### config.mk
export PLATFORM = sky130hd
export DESIGN_NAME = spi_rx_deser_flat
export DESIGN_NICKNAME = d
export VERILOG_FILES = /design/src/rtl/spi_pkg.sv /design/src/rtl/spi_rx_deser_if.sv /design/src/rtl/spi_rx_fifo.sv /design/src/rtl/spi_rx_deser.sv /design/src/flat_wrapper.sv
export SDC_FILE = /design/constraint.sdc
export NUM_CORES = 1
export LEC_CHECK = 0
export CAP_MARGIN = 10
export CORE_ASPECT_RATIO = 1.2
export CORE_MARGIN = 4
export CORE_UTILIZATION = 51
export CTS_CLUSTER_SIZE = 14
export DETAILED_ROUTE_END_ITERATION = 10
export GPL_TIMING_DRIVEN = 0
export PLACE_DENSITY = 0.77
export REMOVE_ABC_BUFFERS = 1
export SLEW_MARGIN = 20
export SYNTH_ARGS = -nofsm -noshare
export SYNTH_HDL_FRONTEND = slang
export SYNTH_SLANG_ARGS = --single-unit
### constraint.sdc
create_clock -name clk -period 7.4 [get_ports clk]
set_clock_uncertainty 0.2 [all_clocks]
set_input_delay 1.11 -clock clk [delete_from_list [all_inputs] [get_ports clk]]
set_output_delay 1.11 -clock clk [all_outputs]
set_load 0.03 [all_outputs]
### src/rtl/spi_pkg.sv
// Shared definitions for the SPI receive deserialiser: default sizes,
// {cpol,cpha} mode encodings and the receive FSM state type.
package spi_pkg;

  localparam int DEFAULT_DATA_WIDTH = 8;
  localparam int DEFAULT_FIFO_DEPTH = 4;

  localparam logic [1:0] SPI_MODE0 = 2'b00;
  localparam logic [1:0] SPI_MODE1 = 2'b01;
  localparam logic [1:0] SPI_MODE2 = 2'b10;
  localparam logic [1:0] SPI_MODE3 = 2'b11;

  typedef enum logic {
    ST_IDLE  = 1'b0,
    ST_SHIFT = 1'b1
  } state_t;

endpackage

### src/rtl/spi_rx_deser_if.sv
// Output word stream of the SPI receive deserialiser.
// Handshake: a word transfers on a clk edge where out_valid && out_ready; out_data
// is stable while out_valid is high and not yet accepted; out_valid never depends on out_ready.
interface spi_rx_deser_if
  import spi_pkg::*;
#(
  parameter int DATA_WIDTH = DEFAULT_DATA_WIDTH,
  parameter int FIFO_DEPTH = DEFAULT_FIFO_DEPTH
);

  localparam int LVL_W = $clog2(FIFO_DEPTH) + 1;

  logic [DATA_WIDTH-1:0] out_data;
  logic                  out_valid;
  logic                  out_ready;
  logic [LVL_W-1:0]      fifo_level;

  modport master (
    output out_data,
    output out_valid,
    output fifo_level,
    input  out_ready
  );

  modport slave (
    input  out_data,
    input  out_valid,
    input  fifo_level,
    output out_ready
  );

endinterface

### src/rtl/spi_rx_fifo.sv
// Synchronous first-word-fall-through FIFO; a pop frees a slot for a push in
// the same cycle, and a push+pop on an empty FIFO keeps only the push.
module spi_rx_fifo #(
  parameter int WIDTH = 8,
  parameter int DEPTH = 4,
  localparam int AW = $clog2(DEPTH),
  localparam int LW = AW + 1
) (
  input  logic             clk,
  input  logic             rst,
  input  logic             push,
  input  logic [WIDTH-1:0] din,
  output logic             full,
  input  logic             pop,
  output logic [WIDTH-1:0] dout,
  output logic             empty,
  output logic [LW-1:0]    level
);

  logic [WIDTH-1:0] r_mem [DEPTH];
  logic [AW-1:0]    r_rd;
  logic [AW-1:0]    r_wr;
  logic [LW-1:0]    r_lvl;
  logic             w_pop;
  logic             w_push;

  assign empty  = (r_lvl == '0);
  assign full   = (r_lvl == LW'(DEPTH));
  assign w_pop  = pop & ~empty;
  assign w_push = push & (~full | w_pop);
  assign level  = r_lvl;
  // Head reads as zero while empty so reset and drained states look identical.
  assign dout   = empty ? '0 : r_mem[r_rd];

  always_ff @(posedge clk or negedge rst) begin
    if (!rst) begin
      r_rd  <= '0;
      r_wr  <= '0;
      r_lvl <= '0;
    end else begin
      if (w_push) r_wr <= r_wr + AW'(1);
      if (w_pop)  r_rd <= r_rd + AW'(1);
      case ({w_push, w_pop})
        2'b10:   r_lvl <= r_lvl + LW'(1);
        2'b01:   r_lvl <= r_lvl - LW'(1);
        default: r_lvl <= r_lvl;
      endcase
    end
  end

  always_ff @(posedge clk) begin
    if (w_push) r_mem[r_wr] <= din;
  end

endmodule

### src/rtl/spi_rx_deser.sv
// SPI receive deserialiser: samples pre-synchronised sclk/cs_n/mosi in the clk
// domain and buffers words in a FIFO. Optional SPI_RX_OVR_CNT_EN adds ovr_count.
module spi_rx_deser
  import spi_pkg::*;
#(
  parameter int DATA_WIDTH = DEFAULT_DATA_WIDTH,
  parameter int FIFO_DEPTH = DEFAULT_FIFO_DEPTH
) (
  input  logic   clk,
  input  logic   rst,
  input  logic   en,
  input  logic   cpol,
  input  logic   cpha,
  input  logic   lsb_first,
  input  logic   sclk,
  input  logic   cs_n,
  input  logic   mosi,
  spi_rx_deser_if.master rx_bus,
  output logic   busy,
  output logic   frame_err,
  output logic   overrun,
  input  logic   ovr_clr,
`ifdef SPI_RX_OVR_CNT_EN
  output logic [7:0] ovr_count,
`endif
  output state_t dbg_state
);

  localparam int CNT_W = $clog2(DATA_WIDTH);
  localparam int LVL_W = $clog2(FIFO_DEPTH) + 1;

  state_t                r_state;
  logic [DATA_WIDTH-1:0] r_sr;
  logic [CNT_W-1:0]      r_cnt;
  logic                  r_cpol;
  logic                  r_cpha;
  logic                  r_lsb;
  logic                  r_busy;
  logic                  r_frame_err;
  logic                  r_overrun;
  logic                  r_sclk_d;
  logic                  r_cs_n_d;

  logic                  w_rise;
  logic                  w_fall;
  logic                  w_sample;
  logic                  w_cs_fall;
  logic                  w_last;
  logic [DATA_WIDTH-1:0] w_sr_next;
  logic                  w_push;
  logic                  w_pop;
  logic                  w_full;
  logic                  w_empty;
  logic                  w_drop;
  logic [DATA_WIDTH-1:0] w_dout;
  logic [LVL_W-1:0]      w_level;

  always_ff @(posedge clk or negedge rst) begin
    if (!rst) begin
      r_sclk_d <= 1'b0;
      r_cs_n_d <= 1'b1;
    end else begin
      r_sclk_d <= sclk;
      r_cs_n_d <= cs_n;
    end
  end

  assign w_rise    = sclk & ~r_sclk_d;
  assign w_fall    = ~sclk & r_sclk_d;
  assign w_cs_fall = ~cs_n & r_cs_n_d;

  // Modes 0 and 3 sample on the rising SCLK edge, modes 1 and 2 on the falling one.
  always_comb begin
    w_sample = 1'b0;
    case ({r_cpol, r_cpha})
      SPI_MODE0, SPI_MODE3: w_sample = w_rise;
      SPI_MODE1, SPI_MODE2: w_sample = w_fall;
      default:              w_sample = 1'b0;
    endcase
  end

  assign w_sr_next = r_lsb ? {mosi, r_sr[DATA_WIDTH-1:1]}
                           : {r_sr[DATA_WIDTH-2:0], mosi};
  assign w_last    = (r_cnt == CNT_W'(DATA_WIDTH - 1));
  assign w_push    = (r_state == ST_SHIFT) & ~cs_n & en & w_sample & w_last;

  always_ff @(posedge clk or negedge rst) begin
    if (!rst) begin
      r_state     <= ST_IDLE;
      r_sr        <= '0;
      r_cnt       <= '0;
      r_cpol      <= 1'b0;
      r_cpha      <= 1'b0;
      r_lsb       <= 1'b0;
      r_busy      <= 1'b0;
      r_frame_err <= 1'b0;
    end else begin
      r_frame_err <= 1'b0;
      case (r_state)
        ST_IDLE: begin
          if (w_cs_fall && en) begin
            r_state <= ST_SHIFT;
            r_busy  <= 1'b1;
            r_cpol  <= cpol;
            r_cpha  <= cpha;
            r_lsb   <= lsb_first;
            r_cnt   <= '0;
            r_sr    <= '0;
          end
        end
        ST_SHIFT: begin
          if (cs_n) begin
            // A deselect mid-word drops the partial word and flags it once.
            r_state     <= ST_IDLE;
            r_busy      <= 1'b0;
            r_frame_err <= (r_cnt != '0);
          end else if (w_sample && en) begin
            r_sr  <= w_sr_next;
            r_cnt <= w_last ? '0 : r_cnt + CNT_W'(1);
          end
        end
        default: begin
          r_state <= ST_IDLE;
          r_busy  <= 1'b0;
        end
      endcase
    end
  end

  assign w_pop  = ~w_empty & rx_bus.out_ready;
  assign w_drop = w_push & w_full & ~w_pop;

  always_ff @(posedge clk or negedge rst) begin
    if (!rst) begin
      r_overrun <= 1'b0;
    end else if (w_drop) begin
      r_overrun <= 1'b1;
    end else if (ovr_clr) begin
      r_overrun <= 1'b0;
    end
  end

`ifdef SPI_RX_OVR_CNT_EN
  logic [7:0] r_ovr_count;

  // A drop in the same cycle as a clear leaves the count at one, not zero.
  always_ff @(posedge clk or negedge rst) begin
    if (!rst) begin
      r_ovr_count <= 8'd0;
    end else if (w_drop) begin
      if (ovr_clr)                  r_ovr_count <= 8'd1;
      else if (r_ovr_count != 8'hFF) r_ovr_count <= r_ovr_count + 8'd1;
    end else if (ovr_clr) begin
      r_ovr_count <= 8'd0;
    end
  end

  assign ovr_count = r_ovr_count;
`endif

  spi_rx_fifo #(
    .WIDTH (DATA_WIDTH),
    .DEPTH (FIFO_DEPTH)
  ) u_fifo (
    .clk   (clk),
    .rst   (rst),
    .push  (w_push),
    .din   (w_sr_next),
    .full  (w_full),
    .pop   (w_pop),
    .dout  (w_dout),
    .empty (w_empty),
    .level (w_level)
  );

  assign rx_bus.out_data   = w_dout;
  assign rx_bus.out_valid  = ~w_empty;
  assign rx_bus.fifo_level = w_level;
  assign busy              = r_busy;
  assign frame_err         = r_frame_err;
  assign overrun           = r_overrun;
  assign dbg_state         = r_state;

endmodule

### src/flat_wrapper.sv
// flat-port wrapper written by rule: the top's interface ports become plain ports
module spi_rx_deser_flat import spi_pkg::*;
#(
  parameter int DATA_WIDTH = DEFAULT_DATA_WIDTH,
  parameter int FIFO_DEPTH = DEFAULT_FIFO_DEPTH
)
  (clk, rst, en, cpol, cpha, lsb_first, sclk, cs_n, mosi, busy, frame_err, overrun, ovr_clr, dbg_state, rx_bus_out_data, rx_bus_out_valid, rx_bus_fifo_level, rx_bus_out_ready);
  spi_rx_deser_if #(.DATA_WIDTH(DATA_WIDTH), .FIFO_DEPTH(FIFO_DEPTH)) rx_bus_i ();
  input  logic clk;
  input  logic rst;
  input  logic en;
  input  logic cpol;
  input  logic cpha;
  input  logic lsb_first;
  input  logic sclk;
  input  logic cs_n;
  input  logic mosi;
  output logic busy;
  output logic frame_err;
  output logic overrun;
  input  logic ovr_clr;
  output state_t dbg_state;
  output wire logic [$bits(rx_bus_i.out_data)-1:0] rx_bus_out_data;
  output wire logic [$bits(rx_bus_i.out_valid)-1:0] rx_bus_out_valid;
  output wire logic [$bits(rx_bus_i.fifo_level)-1:0] rx_bus_fifo_level;
  input wire logic [$bits(rx_bus_i.out_ready)-1:0] rx_bus_out_ready;
  assign rx_bus_out_data = rx_bus_i.out_data;
  assign rx_bus_out_valid = rx_bus_i.out_valid;
  assign rx_bus_fifo_level = rx_bus_i.fifo_level;
  assign rx_bus_i.out_ready = rx_bus_out_ready;
  spi_rx_deser #(.DATA_WIDTH(DATA_WIDTH), .FIFO_DEPTH(FIFO_DEPTH)) u_core (.clk(clk), .rst(rst), .en(en), .cpol(cpol), .cpha(cpha), .lsb_first(lsb_first), .sclk(sclk), .cs_n(cs_n), .mosi(mosi), .rx_bus(rx_bus_i), .busy(busy), .frame_err(frame_err), .overrun(overrun), .ovr_clr(ovr_clr), .dbg_state(dbg_state));
endmodule
==> Flow_metrics.wiki, run 1 <==
{| class="wikitable"
! Metric !! Value
|-
| Run status || completed
|-
| Worst IR drop on VDD || 183 uV
|-
| Fraction of layout instances using a drive strength above 1 || between 10% and 20%
|-
| Commonest cells in the synthesized netlist || 32 x sky130_fd_sc_hd__edfxtp_1, 26 x sky130_fd_sc_hd__dfrtp_1, 14 x sky130_fd_sc_hd__inv_1
|-
| Overflow after GRT || 0
|-
| Area of the core || 0.00504 mm^2
|-
| Post-DR wirelength/cell || 16.3 um
|-
| Setup TNS || 0 ns
|-
| First element of the critical path || cs_n
|-
| CTS tree || yes
|-
| Total power of the final layout || 1.08 mW
|-
| Share of flip-flops with an asynchronous set or reset || 45.8%
|-
| Bufs and invs on worst path || 1
|-
| Class of the tightest hold or removal check || flop to flop
|-
| Kind of capture point of the worst setup path || flop
|-
| Leading cell type by number of instances after synthesis || sky130_fd_sc_hd__edfxtp_1
|-
| Startpoint-to-endpoint class of the critical path || input pin to flop
|-
| Destination of the worst register-to-register timing path || u_core.u_fifo.level[2]
|-
| Post-synth design cell area || 0.00271 mm^2
|-
| Flops & latches, synth || 59
|-
| Achievable clock frequency || ~250 MHz
|-
| Total CTS buffers || 9
|-
| Vias after detailed routing || about 1.6k
|-
| Cell with the largest stage delay on the worst path || sky130_fd_sc_hd__nor2b_1
|-
| Worst reg2reg path startpoint || u_core.r_cpha
|-
| Final-stage net count || 239
|-
| Aggregate global-route resource usage || 16.5%
|-
| WP data required || around 7.4 ns
|-
| Final Wtd Congestion || 0.784
|-
| Worst skew pair latency || 0.34 ns
|-
| Setup repair after global routing missed its margin || no
|-
| Cell-by-cell trace of the critical path || clkdlybuf4s50_1 -> nor2b_1 -> and3_1 -> nand2_2 -> nand3_1 -> fa_1 -> nand2_1 -> a21oi_1 -> nor3_1 -> or4_1
|-
| Cell type contributing the most total cell area after synthesis || sky130_fd_sc_hd__edfxtp_1
|-
| Input/output buffers || 26
|-
| Total wire length after detailed routing || 4640 um
|-
| Number of rows created at floorplan || 28
|-
| # hold bufs at CTS || 0
|-
| Cell variety after synth || 37
|-
| Delay of the slowest critical-path stage || 0.69 ns
|-
| Capture point of the worst path || u_core.u_fifo.level[2]
|-
| Met2 capacity usage during global routing || 25.3%
|-
| Synthesized instance count || 195
|-
| H-tree depth || 3
|-
| Total number of yosys warnings || 0
|-
| Floorplan die area || 0.00656 mm^2
|-
| Initial detailed-routing violation count || 91
|-
| Worst r2r path cells || 9
|-
| Die span in y || 87.9 um
|-
| Routed via count divided by cell count || approximately 5.7
|-
| Sequential element share of the synthesized area || 60.4%
|-
| Cts repair resizes || 0
|-
| DPL Wire Length || about 3200 um
|-
| Final Cycle Share || 54.4%
|-
| Share of the synthesized area in the top cell type || 35.4%
|-
| Cell types occupying the most area after synthesis || sky130_fd_sc_hd__edfxtp_1 35%, sky130_fd_sc_hd__dfrtp_1 24%, sky130_fd_sc_hd__mux4_2 6.6%
|-
| Number of hold-slack violations in the final timing report || 0
|-
| Worst Setup Start Kind || input pin
|-
| First drt pass iteration count || 4
|-
| Crit path max fanout || 12
|-
| Antenna diode count || 0
|-
| Leak Pwr || around 1.3 nW
|-
| Effective utilization at floorplan || 53.8%
|-
| Fraction of the core area covered by cells at the end of the flow || between 60% and 70%
|-
| Largest net degree at the start of global routing || 28
|-
| GR Layer Usage met1 || 20.9%
|-
| Maximum buffer depth of the clock tree || 2
|-
| Met3 usage in global routing || 3.79%
|-
| Top flip-flop cell by instance count after synthesis || sky130_fd_sc_hd__edfxtp_1
|-
| Via count of the first global-routing pass || 1613
|-
| Top Family by Delay on Critical Path || simple AND/OR/NAND/NOR gates
|-
| Shortest clock period the worst path allows after layout || a little over 4 ns
|-
| Top Usage Layer GRT || met2
|-
| Worst reg-to-reg setup slack || 4.22 ns
|-
| Buffers inserted by post-CTS timing repair || 0
|-
| Clk pin slew, worst setup/hold paths || approximately 0.06 ns
|-
| # Max-Cap Violations || 0
|-
| Antenna violations before repair || 0
|-
| Horiz. Die Dim || 74.6 um
|-
| Cell depth of the worst setup path || 10
|-
| Arrival time of data at the critical path endpoint || between 4 and 5 ns
|-
| Post-Syn Area per Cell || 13.9 um^2
|-
| Max Transition Viols Final || 0
|-
| Wire length of the first global-routing pass || 7780 um
|-
| Pwr Density || 339 mW/mm^2
|-
| CTS Root Buffer Type || sky130_fd_sc_hd__clkbuf_8
|-
| Remaining design rule violation count || 0
|-
| IO Pins || 27
|-
| Worst hold start || u_core.busy
|-
| Worst slew margin relative to its limit || a little over two fifths
|-
| Total of endpoints with negative setup slack in the final report || 0
|-
| # clock sinks || 59
|-
| EDFF count, synth || 32
|-
| Antenna Nets Post-Route || 0
|-
| Syn-to-layout area delta || 18.0%
|-
| Filler Cells Inserted || 397
|-
| Slew at the pin closest to its max-slew limit || 0.851 ns
|}
==> worst reg2reg max path, cell delays in order, from the launching register on <==
cell	delay, ns
sky130_fd_sc_hd__dfrtp_1	0.38
sky130_fd_sc_hd__xnor2_1	0.21
sky130_fd_sc_hd__mux2i_2	0.69
sky130_fd_sc_hd__nand2_2	0.30
sky130_fd_sc_hd__nand3_1	0.18
sky130_fd_sc_hd__fa_1	0.24
sky130_fd_sc_hd__nand2_1	0.09
sky130_fd_sc_hd__a21oi_1	0.14
sky130_fd_sc_hd__nor3_1	0.07
sky130_fd_sc_hd__or4_1	0.52
==> layout by cell type, fill, tap and decap left out, types with 2 or more instances in the layout <==
| cell type | synthesis | layout |
|---|---|---|
| sky130_fd_sc_hd__inv_1 | 14 | 14 |
| sky130_fd_sc_hd__nor2b_1 | 9 | 9 |
| sky130_fd_sc_hd__nor2_1 | 2 | 2 |
| sky130_fd_sc_hd__a41o_1 | 8 | 8 |
| sky130_fd_sc_hd__xnor2_1 | 5 | 5 |
| sky130_fd_sc_hd__bufinv_16 | 0 | 2 |
| sky130_fd_sc_hd__nor4_1 | 2 | 2 |
| sky130_fd_sc_hd__and2_1 | 4 | 4 |
| sky130_fd_sc_hd__ha_1 | 7 | 7 |
| sky130_fd_sc_hd__a21oi_1 | 2 | 2 |
| sky130_fd_sc_hd__clkdlybuf4s50_1 | 0 | 25 |
| sky130_fd_sc_hd__dfrtp_1 | 26 | 26 |
| sky130_fd_sc_hd__o21ai_0 | 5 | 5 |
| sky130_fd_sc_hd__nor3_1 | 4 | 3 |
| sky130_fd_sc_hd__clkbuf_8 | 0 | 9 |
| sky130_fd_sc_hd__and3_1 | 10 | 10 |
| sky130_fd_sc_hd__nand2b_1 | 2 | 2 |
| sky130_fd_sc_hd__nand3_1 | 10 | 10 |
| sky130_fd_sc_hd__nand2_1 | 7 | 7 |
| sky130_fd_sc_hd__clkinv_1 | 0 | 2 |
| sky130_fd_sc_hd__edfxtp_1 | 32 | 32 |
| sky130_fd_sc_hd__mux4_2 | 8 | 8 |
| sky130_fd_sc_hd__mux2_2 | 11 | 11 |
==> per-layer routing <==
| metal | vias up | share of wire, % |
|---|---|---|
| met5 | - | 0 |
| met4 | 0 | 3.0 |
| met3 | 12 | 3.4 |
| met2 | 33 | 49 |
| met1 | 792 | 44 |
| li1 | 774 | - |
==> report_power, final <==
group,total (mW),internal [mW],switching [mW],leakage [nW]
logic,0.364,0.180,0.184,0.600
registers,0.414,0.367,0.0468,0.626
clock network,0.306,0.186,0.120,0.101
total,1.08,0.733,0.351,1.33
==> stage by stage <==
stage | worst slack, ns | instance area, um^2 | hold WS [ns] | cells
final | 3.38 | 3200 | 0.294 | 285
after CTS | 3.42 | 3200 | 0.296 | 285
after global routing | 3.18 | 3200 | 0.320 | 285
after global placement | 3.11 | 2990 | 0.270 | 269
after detailed placement | 3.09 | 2990 | 0.271 | 269
after floorplan | 3.97 | 2660 | 0.283 | 183
==> registers in the layout, summed over array words and instances, names as in the netlist <==
signal,cells
u_core.u_fifo.r_mem,32
u_core.r_sr,8
u_core.r_cnt,3
u_core.u_fifo.level,3
u_core.u_fifo.r_rd,2
u_core.u_fifo.r_wr,2
u_core.busy,1
u_core.dbg_state,1
u_core.frame_err,1
u_core.overrun,1
u_core.r_cpha,1
u_core.r_cpol,1
u_core.r_cs_n_d,1
u_core.r_lsb,1
u_core.r_sclk_d,1
==> kinds of logic after synthesis <==
kind of cell	share of synthesized area, %
AND/OR/NAND/NOR	11.2
AO/OA/AOI/OAI	6.73
adder cells (fa/ha/maj)	3.96
multiplexers	12.1
buffers and inverters	3.96
flip-flops	60.4
XOR/XNOR	1.61
==> layout make-up <==
cell class / instances / area, um^2 / area share (%)
well taps: 60 / 75.1 / 2.34
repair buffers: 26 / 255 / 7.97
clock inverters: 6 / 80.1 / 2.50
clock buffers: 10 / 128 / 3.99
inverters: 14 / 52.6 / 1.64
multi-input cells: 110 / 973 / 30.4
flip-flops and latches: 59 / 1640 / 51.2
==> worst min-delay path by stage <==
stage	end	slack (ns)	cells past startpoint
2_1_floorplan	u_core.r_cnt[0]	0.28	1
3_3_place_gp	u_core.busy	0.27	2
3_5_place_dp	u_core.busy	0.27	2
4_1_cts	u_core.busy	0.30	2
5_1_grt	u_core.busy	0.32	2
6_report	u_core.busy	0.29	2
Note: power is estimated with default switching activity, not from simulation.
==> run 2, diff against run 1 <==
Clock period 7.4 ns to 4.2 ns, I/O delays scaled along.
==> results of run 2 <==
The final DEF is identical to that of run 1. Status: completed.
Main changes from that run: setup slack after placement 3.09 ns -> 0.373 ns; setup slack after layout 3.38 ns -> 0.658 ns; hold slack 0.294 ns -> 0.0981 ns; register-to-register setup slack 4.22 ns -> 1.02 ns; total power 1.08 mW -> 1.91 mW; worst IR drop on VDD 183 uV -> 322 uV
==> edit: new RTL, config.mk and constraints of run 2 <==
Register the output `overrun` once more; this adds one clock of latency there. The other outputs are not delayed to match.
--- a/src/rtl/spi_rx_deser.sv
+++ b/src/rtl/spi_rx_deser.sv
@@ -180,3 +180,5 @@
   assign frame_err         = r_frame_err;
-  assign overrun           = r_overrun;
+  always_ff @(posedge clk) begin
+    overrun <= r_overrun;
+  end
   assign dbg_state         = r_state;
Check against the original RTL: no difference found for any inputs over 10 cycles, from zero or initial values and one cycle with rst low; that may be too few to reach the edited logic, so the function may still have changed.
==> edit against run 2 <==
Total power decreased by 0.79%. Final area increased by 0.20%. Routed wire length increased by 3.8%. Sequential cell count increased by 1. Synthesized area increased by 0.74%. Final cell count increased by 0.35%. Clock power decreased by 5.9%. Count of clock-buffer cells in the layout increased by 1. Die area increased by 0.67%. Worst setup slack improved by 0.00064 ns. Combinational power increased by 1%. Critical path type unchanged. Critical endpoint unchanged. Largest cell class unchanged. Highest routed layer unchanged.
==> edit: results (changes against run 2) <==
INFO  metric vias_per_cell = 5.72 (+1.1%)
INFO  metric placed_cells_incl_taps = 270 (+0.37%)
INFO  metric nNetsFinal = 240 (+0.42%)
INFO  metric status = finished, final reports clean
INFO  metric hpwl = 3.27 mm (+2.4%)
INFO  metric power_leakage = 1.33 nW (+0.44%)
INFO  metric worst_slew_margin_rel = 0.473 (+0.0410)
INFO  metric route.detailed.wl_per_inst = 16.8 um (+3.4%)
INFO  metric first_iter_violations = 128 (+41%)
INFO  metric ff_latch_area = 1660 sq um (+1.2%)
INFO  metric ir_worst_vdd = 334 uV (+3.9%)
INFO  metric synth_sequential_area_ratio = 0.606 (+0.00290)
INFO  metric ys_warn_count = 0 (unchanged)
INFO  metric setup.reg_to_reg.worst_slack = 0.97 ns (-0.05 ns)
INFO  metric global_route_wire_length_before_repair = 7.94 mm (+2.1%)
INFO  metric dpl-instance-area = 3010 sq um (+0.67%)
INFO  metric timing.critical_path.arrival = 3.53 ns (about the same)
INFO  metric netlist-cell-type-count = 38 (+2.7%)
INFO  metric grt_pass1_vias = 1654 (+2.5%)
INFO  metric max_clock_freq = 282 MHz (about the same)
INFO  metric post_synth_main_area_contributors = edfxtp_1 (35%), dfrtp_1 (24%), mux4_2 (6.6%), mux2_2 (4.5%), ha_1 (3.2%)
INFO  metric path_max_fanout = 12 (unchanged)
INFO  metric place.gp.congestion = 0.788 (+0.56%)
INFO  metric num-fill-cells = 404 (+1.8%)
INFO  metric post_route_cells_drive_above_1_share = 0.181 (+0.00808)
INFO  metric grt.total_usage = 0.167 (+0.00212)
INFO  metric async_reset_ff_frac = 0.450 (-0.00763)
edit: worst min path at each step:
stage | startpoint | to | slack, ns | depth (start not counted)
after floorplan | rst | u_core.busy$_DFFE_PN0P_ | 0.13 | 0
after detailed placement | u_core.r_overrun$_DFFE_PN0P_ | u_core.overrun$_DFF_P_ | 0.15 | 0
after CTS | rst | u_core.r_sr[2]$_DFFE_PN0P_ | 0.11 | 1
final | rst | u_core.r_cnt[1]$_DFFE_PN0P_ | 0.10 | 1
after global routing | rst | u_core.r_sr[2]$_DFFE_PN0P_ | 0.13 | 1
after global placement | u_core.r_overrun$_DFFE_PN0P_ | u_core.overrun$_DFF_P_ | 0.15 | 0
edit: logic make-up after synthesis:
family	Yosys count	synth area share
DFF	60	0.606
and+or+nand+nor	54	0.112
buffers and inverters	26	0.0394
AOI/OAI and AO/OA	22	0.0668
muxes	21	0.120
adders and majority gates	8	0.0394
xor gates and xnor gates	5	0.0160
edit: critical path, cell delays in order:
cell and delay [ns]:
clkdlybuf4s50_1 0.46, nor2b_1 0.64, and3_1 0.36, nand2_2 0.19, nand3_1 0.19, fa_1 0.25
nand2_1 0.09, a21oi_1 0.13, nor3_1 0.06, or4_1 0.53
edit: cell type report:
cell class / count / share of cell area
flip-flops and latches: 60 / 0.517
multi-input cells: 110 / 0.303
repair buffers: 26 / 0.0796
clock buffers: 11 / 0.0441
well taps: 60 / 0.0234
clock inverters: 5 / 0.0164
inverters: 14 / 0.0164
edit: power breakdown:
group,internal [mW],switching (mW),total [mW]
Combinational,0.317,0.332,0.649
Clock,0.287,0.220,0.507
Sequential,0.656,0.0832,0.739
edit: layer usage:
layer,routed length (um),track usage,vias up
li1,-,-,776
met1,2170,0.218,814
met2,2360,0.258,33
met3,170,0.0448,12
met4,110,0.0825,0
met5,0,0,-
